`src/rtl/ram_port_arbiter_if.sv`:
```
// rtl/ram_port_arbiter_if.sv - requester-side bus of the RAM port arbiter
interface ram_port_arbiter_if #(
    parameter int AW   = 6,
    parameter int DW   = 8,
    parameter int NREQ = 4
);
    logic [NREQ-1:0]    req;
    logic [NREQ-1:0]    req_we;
    logic [NREQ*AW-1:0] req_addr;
    logic [NREQ*DW-1:0] req_wdata;
    logic [NREQ-1:0]    gnt;
    logic               rd_valid;
    logic [DW-1:0]      rd_data;
    logic [1:0]         rd_id;

    modport master (
        output req, req_we, req_addr, req_wdata,
        input  gnt, rd_valid, rd_data, rd_id
    );

    modport slave (
        input  req, req_we, req_addr, req_wdata,
        output gnt, rd_valid, rd_data, rd_id
    );
endinterface

```
`src/rtl/ram_port_arbiter.sv`:
```
// rtl/ram_port_arbiter.sv - round-robin arbiter for one synchronous RAM port with clear sweep
module ram_port_arbiter #(
    parameter int AW   = 6,
    parameter int DW   = 8,
    parameter int NREQ = 4
) (
    input  logic                clk,
    input  logic                rst_n,
    ram_port_arbiter_if.slave   bus,
    input  logic                init_start,
    output logic                busy,
    output logic                ram_we,
    output logic [AW-1:0]       ram_addr,
    output logic [DW-1:0]       ram_wdata,
    input  logic [DW-1:0]       ram_q
);
    typedef enum logic {INIT = 1'b0, ARB = 1'b1} state_t;

    localparam logic [AW-1:0] SWEEP_LAST = '1;

    state_t          state, state_next;
    logic [AW-1:0]   sweep, sweep_next;
    logic [1:0]      last_gnt, last_gnt_next;
    logic [1:0]      winner, idx;
    logic            found;
    logic [NREQ-1:0] gnt_c;
    logic            rd_valid_q, rd_valid_next;
    logic [1:0]      rd_id_q, rd_id_next;

    // Search begins just after the previous winner so everyone active is served once per round.
    always_comb begin
        found  = 1'b0;
        winner = last_gnt;
        idx    = '0;
        for (int k = 1; k <= NREQ; k++) begin
            idx = last_gnt + 2'(k);
            if (!found && bus.req[idx]) begin
                found  = 1'b1;
                winner = idx;
            end
        end
    end

    always_comb begin
        state_next    = state;
        sweep_next    = sweep;
        last_gnt_next = last_gnt;
        gnt_c         = '0;
        busy          = 1'b0;
        ram_we        = 1'b0;
        ram_addr      = '0;
        ram_wdata     = '0;
        rd_valid_next = 1'b0;
        rd_id_next    = rd_id_q;
        case (state)
            INIT: begin
                busy       = 1'b1;
                ram_we     = 1'b1;
                ram_addr   = sweep;
                sweep_next = sweep + 1'b1;
                if (sweep == SWEEP_LAST) begin
                    state_next = ARB;
                end
            end
            ARB: begin
                if (init_start) begin
                    state_next = INIT;
                    sweep_next = '0;
                end else if (found) begin
                    gnt_c[winner] = 1'b1;
                    last_gnt_next = winner;
                    ram_we        = bus.req_we[winner];
                    ram_addr      = bus.req_addr[winner*AW +: AW];
                    ram_wdata     = bus.req_wdata[winner*DW +: DW];
                    if (!bus.req_we[winner]) begin
                        rd_valid_next = 1'b1;
                        rd_id_next    = winner;
                    end
                end
            end
            default: state_next = INIT;
        endcase
    end

    always_ff @(posedge clk or negedge rst_n) begin
        if (!rst_n) begin
            state      <= INIT;
            sweep      <= '0;
            last_gnt   <= 2'(NREQ - 1);
            rd_valid_q <= 1'b0;
            rd_id_q    <= '0;
        end else begin
            state      <= state_next;
            sweep      <= sweep_next;
            last_gnt   <= last_gnt_next;
            rd_valid_q <= rd_valid_next;
            rd_id_q    <= rd_id_next;
        end
    end

    // ram_q already holds the word addressed in the grant cycle, so only the strobe is piped.
    assign bus.gnt      = gnt_c;
    assign bus.rd_valid = rd_valid_q;
    assign bus.rd_id    = rd_id_q;
    assign bus.rd_data  = rd_valid_q ? ram_q : '0;
endmodule

```
`src/flat_wrapper.sv`:
```
// flat-port wrapper written by rule: the top's interface ports become plain ports
module ram_port_arbiter_flat 
#(
    parameter int AW   = 6,
    parameter int DW   = 8,
    parameter int NREQ = 4
)
  (clk, rst_n, init_start, busy, ram_we, ram_addr, ram_wdata, ram_q, bus_req, bus_req_we, bus_req_addr, bus_req_wdata, bus_gnt, bus_rd_valid, bus_rd_data, bus_rd_id);
  ram_port_arbiter_if #(.AW(AW), .DW(DW), .NREQ(NREQ)) bus_i ();
  input  logic clk;
  input  logic rst_n;
  input  logic init_start;
  output logic busy;
  output logic ram_we;
  output logic [AW-1:0] ram_addr;
  output logic [DW-1:0] ram_wdata;
  input  logic [DW-1:0] ram_q;
  input wire logic [$bits(bus_i.req)-1:0] bus_req;
  input wire logic [$bits(bus_i.req_we)-1:0] bus_req_we;
  input wire logic [$bits(bus_i.req_addr)-1:0] bus_req_addr;
  input wire logic [$bits(bus_i.req_wdata)-1:0] bus_req_wdata;
  output wire logic [$bits(bus_i.gnt)-1:0] bus_gnt;
  output wire logic [$bits(bus_i.rd_valid)-1:0] bus_rd_valid;
  output wire logic [$bits(bus_i.rd_data)-1:0] bus_rd_data;
  output wire logic [$bits(bus_i.rd_id)-1:0] bus_rd_id;
  assign bus_i.req = bus_req;
  assign bus_i.req_we = bus_req_we;
  assign bus_i.req_addr = bus_req_addr;
  assign bus_i.req_wdata = bus_req_wdata;
  assign bus_gnt = bus_i.gnt;
  assign bus_rd_valid = bus_i.rd_valid;
  assign bus_rd_data = bus_i.rd_data;
  assign bus_rd_id = bus_i.rd_id;
  ram_port_arbiter #(.AW(AW), .DW(DW), .NREQ(NREQ)) u_core (.clk(clk), .rst_n(rst_n), .bus(bus_i), .init_start(init_start), .busy(busy), .ram_we(ram_we), .ram_addr(ram_addr), .ram_wdata(ram_wdata), .ram_q(ram_q));
endmodule
```
`config.mk`:
```
export PLATFORM = sky130hd
export DESIGN_NAME = ram_port_arbiter_flat
export DESIGN_NICKNAME = d
export VERILOG_FILES = /design/src/rtl/ram_port_arbiter_if.sv /design/src/rtl/ram_port_arbiter.sv /design/src/flat_wrapper.sv
export SDC_FILE = /design/constraint.sdc
export NUM_CORES = 1
export LEC_CHECK = 0
export BUFFER_PORTS_ARGS = -buffer_cell sky130_fd_sc_hd__buf_2
export CORE_ASPECT_RATIO = 1.5
export CORE_MARGIN = 3
export CORE_UTILIZATION = 30
export CTS_BUF_LIST = sky130_fd_sc_hd__clkbuf_16
export DETAILED_ROUTE_END_ITERATION = 10
export SLEW_MARGIN = 25
export SYNTH_ARGS = -nofsm -noshare
export SYNTH_HDL_FRONTEND = slang
export SYNTH_SLANG_ARGS = --single-unit
```
`constraint.sdc`:
```
create_clock -name clk -period 4.9 [get_ports clk]
set_input_delay 0.735 -clock clk [delete_from_list [all_inputs] [get_ports clk]]
set_output_delay 0.735 -clock clk [all_outputs]
set_load 0.01 [all_outputs]
```
==> reports/metrics.yaml <==
max_stage_delay_ns: 0.64
via_per_inst: 5.17
setup_viol: 0
synth_area_um2: 1340
fmax_mhz: 281
crit_required_ns: 4.16
drt_iter0_markers: 54
final_common_cell: "buf_2"
tightest_slew_ns: 0.766
grt_use_total: 0.157
clkSlewWorstSetupHoldPaths_ns: 0.04
finalCritPeriodShare: 0.726
first_global_vias: 1392
hold_buffers: 0
wire_per_inst_um: 15.0
crit_path_cell_trace: "buf_2 > nor2b_1 > o21a_4 > nor3_4 > mux4_1 > and2_1 > buf_2"
grt_max_degree: 16
dp_hpwl_um: 3750
power.leakage_uw: 0.00104
p_per_area_nw_per_um2: 419
crit_path_frequent_cell: "buf_2"
outcome: "completed"
grt_pass1_wl_um: 6380
power_frac_clock: 0.180
crit_arrival_ns: 2.82
floorplan.initialDensity: 0.313
synth-simple-area-share: 0.266
synthAdderAreaFrac: 0.00933
setup_tns_ns: 0
avgSynthCellArea_um2: 9.25
synth_seq_area_share: 0.226
clockBufferDepth: 2
crit_path_max_fanout: 15
clk_latency_ns: 0.24
p_sw_frac: 0.392
syn_nets: 221
netlist_instances: 145
post_cts_resize_count: 0
io_buffers: 105
vdd_ir_drop_max_uv: 180
p_sw_uw: 320
end_kind: "output pin"
dieArea_um2: 5330
place_congestion: 0.786
cts_setup_buffers: 0
synth_cell_types: 44
ios: 106
core_um2: 4280
cts_tree: "built"
drive_gt1_frac: 0.504
max-cap-violations: 0
route.antenna.remaining_nets: 0
rows: 29
final_max_slew_viol_count: 0
yosys.area_share.xor_xnor: 0.0131
comb_power_share: 0.585
cts_sinks: 12
yosysWarnings: 0
start_kind: "primary input"
power_frac_seq: 0.235
antenna_found_initial: 0
overflow: 0
hold_violations: 0
relSlewSlack: 0.488
area_delta_synth_final_pct: 45.1
clock_skew_ns: 0.00485
dr.pass1.iters: 4
fin_nets: 325
cts_root_buf: "clkbuf_16"
min_path_type: "in2async"
via_count: 1521
ys_ff_latch: 12
layout_common_cells: "buf_2 (105), and2_1 (17), nand2_1 (17)"
cts_inserted_buffers: 3
cp-startpoint: "bus_req[3]"
min_period_ns: 3.56
n_antenna_cell: 0
worstReg2RegStart: "u_core.state"
fp.dieW_um: 60.6
nFillCells: 460
htree_num_levels: 1
fin_total_pwr_uw: 816
worstSetupPathType: "in2out"
drt_wl_total_um: 4410
dieHeight_um: 87.9
remaining_drc_errors: 0
synth_top_family_by_area: "simple AND/OR/NAND/NOR gates"
muxShareOfSynthArea: 0.236
synth_compound_area_frac: 0.183
slowest_stage: "nor3_4"
power.internal_uw: 496
rsz0062_at_grt: "no"
## synth_stat cells
| cell | instances | area, µm² |
|---|---|---|
| clkbuf_1 | 4 | 15.0 |
| buf_12 | 2 | 40.0 |
| o31ai_1 | 2 | 15.0 |
| or3_1 | 2 | 12.5 |
| dfstp_2 | 2 | 52.6 |
| buf_6 | 1 | 11.3 |
| a21oi_1 | 2 | 10.0 |
| xnor2_1 | 2 | 17.5 |
| and2_1 | 17 | 106 |
| nor3_4 | 1 | 16.3 |
| mux2_2 | 1 | 11.3 |
| a21bo_1 | 1 | 10.0 |
| a21boi_0 | 1 | 7.51 |
| o22ai_1 | 3 | 18.8 |
| mux2i_1 | 11 | 110 |
| a211o_1 | 1 | 8.76 |
| dfrtp_1 | 10 | 250 |
| nor2_1 | 7 | 26.3 |
| nand2_1 | 17 | 63.8 |
| a22oi_1 | 1 | 7.51 |
| a21bo_2 | 2 | 20.0 |
| a21o_1 | 2 | 15.0 |
| o2bb2ai_1 | 1 | 8.76 |
| or2_2 | 1 | 6.26 |
| mux4_1 | 4 | 105 |
| or3b_1 | 1 | 8.76 |
| nor4_1 | 1 | 6.26 |
| o31a_2 | 1 | 10.0 |
| nand4_1 | 3 | 18.8 |
| nand3_1 | 8 | 40.0 |
| o21a_4 | 1 | 15.0 |
| nand2b_1 | 2 | 12.5 |
| nand2_2 | 1 | 6.26 |
| mux4_2 | 4 | 90.1 |
| a21oi_2 | 1 | 8.76 |
| nor3_1 | 1 | 5.00 |
| buf_2 | 1 | 5.00 |
| inv_1 | 5 | 18.8 |
| o21ai_0 | 4 | 20.0 |
| o221ai_1 | 8 | 70.1 |
| ha_1 | 1 | 12.5 |
| nor3b_1 | 1 | 7.51 |
| nand3b_1 | 1 | 7.51 |
| nor2b_1 | 2 | 12.5 |
## power groups by stage
stage | logic, µW | registers [µW] | clock network (µW)
final | 477 | 192 | 147
after global routing | 533 | 200 | 156
after CTS | 484 | 191 | 151
after detailed placement | 483 | 192 | 0
after global placement | 477 | 192 | 0
after floorplan | 409 | 182 | 0
## worst paths after layout
| kind | endpoint | slack [ns] | cells past startpoint |
|---|---|---|---|
| min in group clk | u_core.last_gnt[0] | 0.50 | 2 |
| worst max-delay path | ram_wdata[1] | 1.34 | 7 |
| worst min register to register | u_core.last_gnt[0] | 0.50 | 2 |
| max in group asynchronous | u_core.last_gnt[1] | 4.25 | 1 |
| worst min-delay path | u_core.sweep[5] | 0.37 | 1 |
| worst max register to register | u_core.bus.rd_valid | 2.67 | 6 |
## worst max-delay path, delay by kind of cell
kind                   cells  cell delay (ns)
and+or+nand+nor            3             0.96
AOI/OAI and AO/OA          1             0.24
muxes                      1             0.64
buffers and inverters      2             0.25
## per-layer routing
metal | up-vias | GRT usage | wire length, µm
li1 | 755 | - | -
met1 | 686 | 0.177 | 1590
met2 | 73 | 0.283 | 2300
met3 | 7 | 0.0310 | 462
met4 | 0 | 0.0533 | 57
met5 | - | 0 | 0
## state kept, by name, indices dropped and copies added, names as in the netlist
name and cells:
u_core.bus.rd_valid 1, u_core.state 1, u_core.last_gnt 2, u_core.bus.rd_id 2, u_core.sweep 6
## final cells by class
cell class,count,area [µm²],share of cell area
multi-input cells,120,948,0.487
repair buffers,107,541,0.278
flip-flops and latches,12,303,0.156
clock buffers,3,75.1,0.0386
well taps,46,57.6,0.0296
inverters,5,18.8,0.00964
clock inverters,1,3.75,0.00193
## stage by stage
stage | setup WS, ns | std cells | util | hold WS (ns) | area [µm²]
after floorplan | 1.91 | 145 | - | 0.439 | 1340
after global placement | 1.37 | 290 | 0.436 | 0.490 | 1870
after detailed placement | 1.31 | 290 | 0.436 | 0.488 | 1870
after CTS | 1.30 | 294 | 0.455 | 0.383 | 1950
after global routing | 1.15 | 294 | 0.455 | 0.394 | 1950
final | 1.34 | 294 | 0.455 | 0.374 | 1950
## cells by family (layout without fill, tap and decap cells)
logic type | after synthesis | in the layout
flops | 12 | 12
xor+xnor | 2 | 2
buf+inv | 13 | 116
compound gates | 31 | 31
simple gates | 66 | 66
mux | 20 | 20
fa+ha+maj | 1 | 1
Power figures use the tool's default switching activity.
